### config.mk
export PLATFORM = sky130hd
export DESIGN_NAME = ram_read_arbiter_flat
export DESIGN_NICKNAME = d
export VERILOG_FILES = /design/src/rtl/ram_read_arbiter_if.sv /design/src/rtl/ram_read_arbiter.sv /design/src/flat_wrapper.sv
export SDC_FILE = /design/constraint.sdc
export NUM_CORES = 1
export LEC_CHECK = 0
export ABC_AREA = 1
export BUFFER_PORTS_ARGS = -buffer_cell sky130_fd_sc_hd__clkbuf_2
export CAP_MARGIN = 20
export CORE_MARGIN = 2
export CORE_UTILIZATION = 43
export CTS_CLUSTER_SIZE = 14
export DETAILED_ROUTE_END_ITERATION = 10
export PLACE_DENSITY_LB_ADDON = 0.15
export SYNTH_ARGS = -nofsm -noshare
export SYNTH_HDL_FRONTEND = slang
export SYNTH_SLANG_ARGS = --single-unit
### constraint.sdc
create_clock -name clk_i -period 1.6 [get_ports clk_i]
set_clock_uncertainty 0.05 [all_clocks]
set_input_delay 0.08 -clock clk_i [delete_from_list [all_inputs] [get_ports clk_i]]
set_output_delay 0.08 -clock clk_i [all_outputs]
set_load 0.02 [all_outputs]
### src/rtl/ram_read_arbiter_if.sv
// ram_read_arbiter_if: RAM read port, consumer request/grant and shared sample bus bundle
interface ram_read_arbiter_if #(
    parameter int N_CONS = 2,
    parameter int DATA_W = 24
);
    logic [DATA_W-1:0] ram_read_data_i;
    logic              ram_read_valid_i;
    logic              ram_read_ready_o;
    logic              ram_buffer_ready_i;
    logic [N_CONS-1:0] req_i;
    logic [N_CONS-1:0] grant_o;
    logic [DATA_W-1:0] data_o;
    logic [N_CONS-1:0] valid_o;
    logic [N_CONS-1:0] ready_i;
    logic              burst_done_o;
    logic              burst_abort_o;

    modport master (
        output ram_read_data_i, ram_read_valid_i, ram_buffer_ready_i, req_i, ready_i,
        input  ram_read_ready_o, grant_o, data_o, valid_o, burst_done_o, burst_abort_o
    );

    modport slave (
        input  ram_read_data_i, ram_read_valid_i, ram_buffer_ready_i, req_i, ready_i,
        output ram_read_ready_o, grant_o, data_o, valid_o, burst_done_o, burst_abort_o
    );
endinterface

### src/rtl/ram_read_arbiter.sv
// ram_read_arbiter: round-robin burst arbiter sharing the ram_logic read port among consumers
module ram_read_arbiter #(
    parameter int N_CONS    = 2,
    parameter int DATA_W    = 24,
    parameter int BURST_LEN = 64,
    parameter int STALL_MAX = 1024
) (
    input logic               clk_i,
    input logic               rst_ni,
    ram_read_arbiter_if.slave bus
);
    localparam int IW = $clog2(N_CONS);
    localparam int XW = $clog2(BURST_LEN + 1);
    localparam int SW = $clog2(STALL_MAX + 1);

    typedef enum logic {IDLE, GRANT} state_t;

    state_t            r_state, w_state_nxt;
    logic [IW-1:0]     r_gnt_idx, w_gnt_nxt;
    logic [IW-1:0]     r_last_idx, w_last_nxt;
    logic [IW-1:0]     w_pick, w_cand;
    logic [XW-1:0]     r_xfer_cnt, w_xfer_nxt;
    logic [SW-1:0]     r_stall_cnt, w_stall_nxt;
    logic              r_done, w_done_nxt;
    logic              r_abort, w_abort_nxt;
    logic              w_xfer, w_full, w_wd, w_stall;
    logic [N_CONS-1:0] w_onehot;
    logic [DATA_W-1:0] w_data;

    assign w_onehot = N_CONS'(1) << r_gnt_idx;
    assign w_data   = bus.ram_read_data_i;
    assign w_xfer   = (r_state == GRANT) && bus.ram_read_valid_i && bus.ready_i[r_gnt_idx];
    assign w_full   = w_xfer && (r_xfer_cnt == XW'(BURST_LEN - 1));
    assign w_wd     = !w_xfer && !bus.req_i[r_gnt_idx];
    assign w_stall  = !w_xfer && bus.req_i[r_gnt_idx] && (r_stall_cnt == SW'(STALL_MAX - 1));

    // Round-robin search: walk downward so the nearest requester after last_idx wins
    always_comb begin
        w_pick = r_last_idx;
        w_cand = r_last_idx;
        for (int k = N_CONS; k >= 1; k--) begin
            w_cand = IW'((int'(r_last_idx) + k) % N_CONS);
            if (bus.req_i[w_cand]) w_pick = w_cand;
        end
    end

    // State register: all arbiter state and the registered burst-end pulses
    always_ff @(posedge clk_i or negedge rst_ni) begin
        if (!rst_ni) begin
            r_state     <= IDLE;
            r_gnt_idx   <= '0;
            r_last_idx  <= IW'(N_CONS - 1);
            r_xfer_cnt  <= '0;
            r_stall_cnt <= '0;
            r_done      <= 1'b0;
            r_abort     <= 1'b0;
        end else begin
            r_state     <= w_state_nxt;
            r_gnt_idx   <= w_gnt_nxt;
            r_last_idx  <= w_last_nxt;
            r_xfer_cnt  <= w_xfer_nxt;
            r_stall_cnt <= w_stall_nxt;
            r_done      <= w_done_nxt;
            r_abort     <= w_abort_nxt;
        end
    end

    // Next state: grant in IDLE, count beats/stalls in GRANT, release on full, withdraw or stall
    always_comb begin
        w_state_nxt = r_state;
        w_gnt_nxt   = r_gnt_idx;
        w_last_nxt  = r_last_idx;
        w_xfer_nxt  = r_xfer_cnt;
        w_stall_nxt = r_stall_cnt;
        w_done_nxt  = 1'b0;
        w_abort_nxt = 1'b0;
        if (r_state == IDLE) begin
            if (bus.ram_buffer_ready_i && |bus.req_i) begin
                w_state_nxt = GRANT;
                w_gnt_nxt   = w_pick;
                w_xfer_nxt  = '0;
                w_stall_nxt = '0;
            end
        end else begin
            w_xfer_nxt  = w_xfer ? r_xfer_cnt + XW'(1) : r_xfer_cnt;
            w_stall_nxt = w_xfer ? '0 : (r_stall_cnt == SW'(STALL_MAX)) ? r_stall_cnt : r_stall_cnt + SW'(1);
            if (w_full || w_wd || w_stall) begin
                w_state_nxt = IDLE;
                w_last_nxt  = r_gnt_idx;
                w_done_nxt  = w_full || w_wd;
                w_abort_nxt = w_stall;
            end
        end
    end

    // Outputs: pass the handshake through to the granted consumer only
    always_comb begin
        bus.grant_o          = (r_state == GRANT) ? w_onehot : '0;
        bus.valid_o          = (r_state == GRANT && bus.ram_read_valid_i) ? w_onehot : '0;
        bus.ram_read_ready_o = (r_state == GRANT) && bus.ready_i[r_gnt_idx];
        bus.data_o           = w_data;
        bus.burst_done_o     = r_done;
        bus.burst_abort_o    = r_abort;
    end
endmodule
### src/flat_wrapper.sv
// flat-port wrapper written by rule: the top's interface ports become plain ports
module ram_read_arbiter_flat 
#(
    parameter int N_CONS    = 2,
    parameter int DATA_W    = 24,
    parameter int BURST_LEN = 64,
    parameter int STALL_MAX = 1024
)
  (clk_i, rst_ni, bus_ram_read_data_i, bus_ram_read_valid_i, bus_ram_buffer_ready_i, bus_req_i, bus_ready_i, bus_ram_read_ready_o, bus_grant_o, bus_data_o, bus_valid_o, bus_burst_done_o, bus_burst_abort_o);
  ram_read_arbiter_if #(.N_CONS(N_CONS), .DATA_W(DATA_W)) bus_i ();
  input logic clk_i;
  input logic rst_ni;
  input wire logic [$bits(bus_i.ram_read_data_i)-1:0] bus_ram_read_data_i;
  input wire logic [$bits(bus_i.ram_read_valid_i)-1:0] bus_ram_read_valid_i;
  input wire logic [$bits(bus_i.ram_buffer_ready_i)-1:0] bus_ram_buffer_ready_i;
  input wire logic [$bits(bus_i.req_i)-1:0] bus_req_i;
  input wire logic [$bits(bus_i.ready_i)-1:0] bus_ready_i;
  output wire logic [$bits(bus_i.ram_read_ready_o)-1:0] bus_ram_read_ready_o;
  output wire logic [$bits(bus_i.grant_o)-1:0] bus_grant_o;
  output wire logic [$bits(bus_i.data_o)-1:0] bus_data_o;
  output wire logic [$bits(bus_i.valid_o)-1:0] bus_valid_o;
  output wire logic [$bits(bus_i.burst_done_o)-1:0] bus_burst_done_o;
  output wire logic [$bits(bus_i.burst_abort_o)-1:0] bus_burst_abort_o;
  assign bus_i.ram_read_data_i = bus_ram_read_data_i;
  assign bus_i.ram_read_valid_i = bus_ram_read_valid_i;
  assign bus_i.ram_buffer_ready_i = bus_ram_buffer_ready_i;
  assign bus_i.req_i = bus_req_i;
  assign bus_i.ready_i = bus_ready_i;
  assign bus_ram_read_ready_o = bus_i.ram_read_ready_o;
  assign bus_grant_o = bus_i.grant_o;
  assign bus_data_o = bus_i.data_o;
  assign bus_valid_o = bus_i.valid_o;
  assign bus_burst_done_o = bus_i.burst_done_o;
  assign bus_burst_abort_o = bus_i.burst_abort_o;
  ram_read_arbiter #(.N_CONS(N_CONS), .DATA_W(DATA_W), .BURST_LEN(BURST_LEN), .STALL_MAX(STALL_MAX)) u_core (.clk_i(clk_i), .rst_ni(rst_ni), .bus(bus_i));
endmodule
### Word level (Yosys, flattened, before mapping)

Index checks and enable logic that the tools add are counted.

* word-level logic and storage cells: 65
* register bits after elaboration: 23
* output and inout bits: 31
* bits of input ports: 32

* add/sub/neg operators: 4
* reductions and logical operators: 18
* shift operators: 1
* magnitude comparators: 3
* bitwise gates (word level): 1
* multiplexer cells: 26
* equal/unequal tests: 5

Operator list (number)
* two-way mux 11 bit: 4
* two-way mux 7 bit: 3
* two-way mux 1 bit: 17
* adder 11 x 1 -> 11 bit, second input constant: 1
* equality test 11 x 10 -> 1 bit, second input constant: 1
* equality test 11 bit, second input constant: 1
* logical AND 1 bit: 8
* AND reduction 2 bit: 4
* adder 7 x 1 -> 7 bit, second input constant: 1
* equality test 7 x 6 -> 1 bit, second input constant: 1
* less-than comparator 1 x 2 -> 1 bit, second input constant: 3
* two-way mux 2 bit: 2
* inequality test 3 bit, second input constant: 1
* adder 1 bit, second input constant: 2
* logical NOT 1 bit: 2
* logical OR 1 bit: 2
* inequality test 2 bit, second input constant: 1
* nonzero test 2 bit: 1
* OR reduction 2 bit: 1
* left shift 1 x 1 -> 2 bit, first input constant: 1
* inverter 1 bit: 1

### Longest topological paths before layout

* depth in word-level cells: 9
* gate-level depth with buffers: 9
* mapped depth without buffers: 9

### Least setup slack after synthesis

OpenSTA, ideal clock, no wires.

* path kind: reg-to-reg
* start: register u_core.r_gnt_idx
* end: register u_core.r_stall_cnt[10]
* setup time: 0.115 ns
* period minus slack after synthesis: 1.446 ns
* buffers on the path: 2
* required time: 1.435 ns
* cell stages (with the launch flop): 10
* slack: 0.154 ns
* arrival: 1.281 ns
* cell sequence: dfrtp_1 buf_6 or2_4 nand3b_4 nand2_4 inv_4 nand2_4 buf_6 nand3_2 nand2_2

* cells in the longest elaborated chain, start to end: 5
* elaborated cells between the ends (all ways): 7
* classes of those cells: 1 x eq/ne; 4 x mux; 2 x reduce/logical

Ends and longest elaborated chain
* from (decl): line ram_read_arbiter.sv:19 `logic [IW-1:0] r_gnt_idx, w_gnt_nxt;`
* from (signal assigned): line ram_read_arbiter.sv:59 `r_gnt_idx <= w_gnt_nxt;`
* two-way mux 1 bit (not written as such) (*) (2 in series): line ram_read_arbiter.sv:32 `assign w_xfer = (r_state == GRANT) && bus.ram_read_valid_i && bus.ready_i[r_gnt_idx];`
* logical AND 1 bit (*): line ram_read_arbiter.sv:32
* inequality test 3 bit (no line) / two-way mux 11 bit (equally long branches)
* AND reduction 2 bit (no line) / two-way mux 11 bit (equally long branches)
* to (signal assigned): line ram_read_arbiter.sv:62 `r_stall_cnt <= w_stall_nxt;`
* to (decl): line ram_read_arbiter.sv:23 `logic [SW-1:0] r_stall_cnt, w_stall_nxt;`

Every way passes the cells marked *; elsewhere a longest branch is shown, timed or not. The select of a mux whose other input is x is not followed.
A chain may end at the register's enable or synchronous reset.

### Final worst setup path

* start: register u_core.r_stall_cnt[0]
* end: register u_core.r_stall_cnt[6]

* cells in the longest elaborated chain, start to end: 4
* elaborated cells between the ends (all ways): 7
* classes of those cells: 1 x add/sub; 2 x eq/ne; 3 x mux; 1 x reduce/logical

Ends and longest elaborated chain
* adder 11 x 1 -> 11 bit: line ram_read_arbiter.sv:86 `w_stall_nxt = w_xfer ? '0 : (r_stall_cnt == SW'(STALL_MAX)) ? r_stall_cnt : r_stall_cnt + SW'(1);`
* two-way mux 11 bit (2 in series): line ram_read_arbiter.sv:86
* two-way mux 11 bit: line ram_read_arbiter.sv:77 `if (r_state == IDLE) begin`

Parallel ways exist; a longest one is shown, timed or not. The select of a mux whose other input is x is not followed.

==> metrics.txt <==
Net Switching 0.9673 mW; die area 4359 µm²; WL final 3513 µm; post-route cell area 1729 µm²; area growth from synthesis to layout 4.539%; PD cells 1305 nW/µm²; DRT Pass-1 Iters 4; Net Count, Synth 253; CTS buffer count 3; clk slew on worst S/H paths 80 ps; # port buffers 14; clock network fraction of total power 0.160; Clock Tree Buf Depth 2; Initial Util 0.4484; required time worst endpoint 1750 ps; Hold Path Depth 3; type of the tightest min-delay check input pin to flop; initial antenna violation count 0; # setup viols final 0; clock root buffer clkbuf_8; status completed; Max IR drop VDD 874.1 µV; Max FO, Critical Path 6; max_slew headroom 0.6072; Antenna Nets Post-Route 0; Slew Limit Fails 0; FF+latch count, synth 23; R2R depth 7; first-pass GRT wire length 5913 µm; xor/xnor share of the synthesized area 0.005295; Die W 66.02 µm; vias in the first global route 1293; crit path to u_core.r_stall_cnt[6]$_DFFE_PN0P_; crit start category flop; min-delay src bus_ram_buffer_ready_i; Int Power 1.290 mW; leakage power 0.8610 nW; r2r setup slk 60 ps; combinational share of power 0.478; Max H-tree Level 1; Final GP Congestion 0.8142; clock sinks 23; TritonCTS clock tree built; final hold vios 0; Data arrival, critical path 1690 ps; Worst-Margin Slew 589.2 ps; post-synthesis simple-gate area fraction 0.3011; max-cap viol count 0; fmax 648.9 MHz; core area 3689 µm²; Nets 255; clock latency on the worst-skew pair 260 ps; final period utilization 0.9632; WS Path Type flop to flop; n_diodes 0; number of I/O pins 63; yosys warns 0; wire per inst 13.16 µm; r2r startpoint u_core.r_stall_cnt[0]$_DFFE_PN0P_; global route overflow 0; adder-cell share of the synthesized area 0.02269; mean cell area of the mapped netlist 7.588 µm²; Total GRT Usage 0.1758; crit path from u_core.r_stall_cnt[0]$_DFFE_PN0P_; Seq/Total Area, Yosys 0.3487; Netlist Area Pre-Place 1654 µm²; HPWL Detailed 2525 µm; drt initial violations 58; RSZ-0062 raised after global routing true; DR DRC count 0; Sw Ratio 0.4286; Gate Count Post-Synth 218; Setup crit end kind flop; placement row count 22; mux cell area share after synthesis 0; DIE HEIGHT 66.02 µm; reg-to-reg endpoint u_core.r_stall_cnt[6]$_DFFE_PN0P_; largest net degree at the start of global routing 24; post-route setup slack 58.92 ps; part of the power in registers 0.362; layout cell share with drive strength beyond 1 0.2420; placed instance area 1594 µm²; number of vias per cell 5.225; Vias 1395; post-synthesis compound-gate area fraction 0.1127; Distinct cells, synth 27; Final min period 1541 ps; Tot Pwr 2.257 mW; largest family of logic cells by synthesized area simple AND/OR/NAND/NOR gates; Setup Slack @ Placement 76.57 ps
## cells by family after synthesis
kind of cell / Yosys count
and+or+nand+nor: 105
buffers and inverters: 61
AOI/OAI and AO/OA: 25
DFF: 23
adders and majority gates: 3
xor gates and xnor gates: 1
## area by class of cell
class,instances,area (µm²)
sequential,23,578.1
multi-input combinational,135,764.5
inverter,31,118.9
fill,393,1959
timing repair buffer,26,162.7
clock buffer,4,45.04
tap,48,60.06
## worst min-delay path by stage
stage	to
floorplan	u_core.bus.burst_abort_o$_DFF_PN0_
global placement	u_core.bus.burst_done_o$_DFF_PN0_
detailed placement	u_core.bus.burst_done_o$_DFF_PN0_
CTS	u_core.r_state$_DFF_PN0_
global route	bus_data_o[9]
finish	u_core.r_state$_DFF_PN0_
## synthesized netlist by cell type (all sizes together)
| library cell | number | area share |
|---|---|---|
| o21ai | 16 | 0.069 |
| a22o | 1 | 0.0053 |
| nand2 | 42 | 0.11 |
| inv | 31 | 0.072 |
| nand4 | 11 | 0.042 |
| nand3 | 21 | 0.070 |
| nor3 | 1 | 0.0030 |
| a21oi | 4 | 0.012 |
| or2 | 1 | 0.0053 |
| nor2 | 28 | 0.064 |
| dfrtp | 22 | 0.33 |
| xor2 | 1 | 0.0053 |
| buf | 30 | 0.14 |
| ha | 3 | 0.023 |
| o31ai | 1 | 0.0045 |
| o211ai | 2 | 0.017 |
| o21a | 1 | 0.0045 |
| nand3b | 1 | 0.012 |
| dfstp | 1 | 0.016 |
## sequential cells by signal (all words and copies together), names as in the netlist
name and cells:
u_core.r_stall_cnt 11, u_core.r_last_idx 1, u_core.bus.burst_abort_o 1, u_core.r_xfer_cnt 7
u_core.r_state 1, u_core.bus.burst_done_o 1, u_core.r_gnt_idx 1
## metal layers
metal / routed length, µm / track usage / share of wire / up-vias
met5: 0 / 0 / 0 / -
met4: 73 / 0.05357 / 0.021 / 0
met3: 197 / 0.02215 / 0.056 / 7
met2: 1576 / 0.2891 / 0.45 / 31
met1: 1665 / 0.2416 / 0.47 / 675
li1: - / - / - / 682
## worst max-delay path, stage by stage (launching register included)
cell     delay, ps
dfrtp_1        410
inv_1          120
ha_1           170
nand3_1        130
o21ai_4        230
nand2_4        110
buf_4          170
o21ai_2        100
## layout by cell type (no fill, tap or decap), types with 4 or more instances in the layout
cell type	instances
a21oi_1	4
clkbuf_2	14
o21ai_2	8
nor2_1	25
nand3_1	19
nand2_1	39
o21ai_0	7
nand4_1	11
dfrtp_1	21
buf_4	11
inv_1	30
## metrics by stage
| step | TNS, ps | hold WS [ps] | cells | util |
|---|---|---|---|---|
| after detailed placement | 0 | 66.51 | 255 | 0.4322 |
| final | 0 | 103.4 | 267 | 0.4688 |
| after global routing | -296.1 | 110.0 | 267 | 0.4688 |
| after global placement | 0 | 52.91 | 255 | 0.4322 |
| after floorplan | 0 | -265.6 | 218 | - |
| after CTS | 0 | 94.26 | 260 | 0.4471 |
## power by group through the flow
stage	sequential [mW]	combinational, mW	clock, mW
2_1_floorplan	0.804	0.821	0
3_3_place_gp	0.827	0.928	0
3_5_place_dp	0.831	0.943	0
4_1_cts	0.819	0.948	0.381
5_1_grt	0.838	1.20	0.404
6_report	0.818	1.08	0.361
## what timing repair did
item                       4_1_cts  5_1_grt
setup buffers                    0        6
setup endpoints to repair        0        7
hold endpoints to repair        22        0
gates resized for setup          0        8
hold buffers                     1        0
No activity file was read; power rests on OpenSTA's default activity.
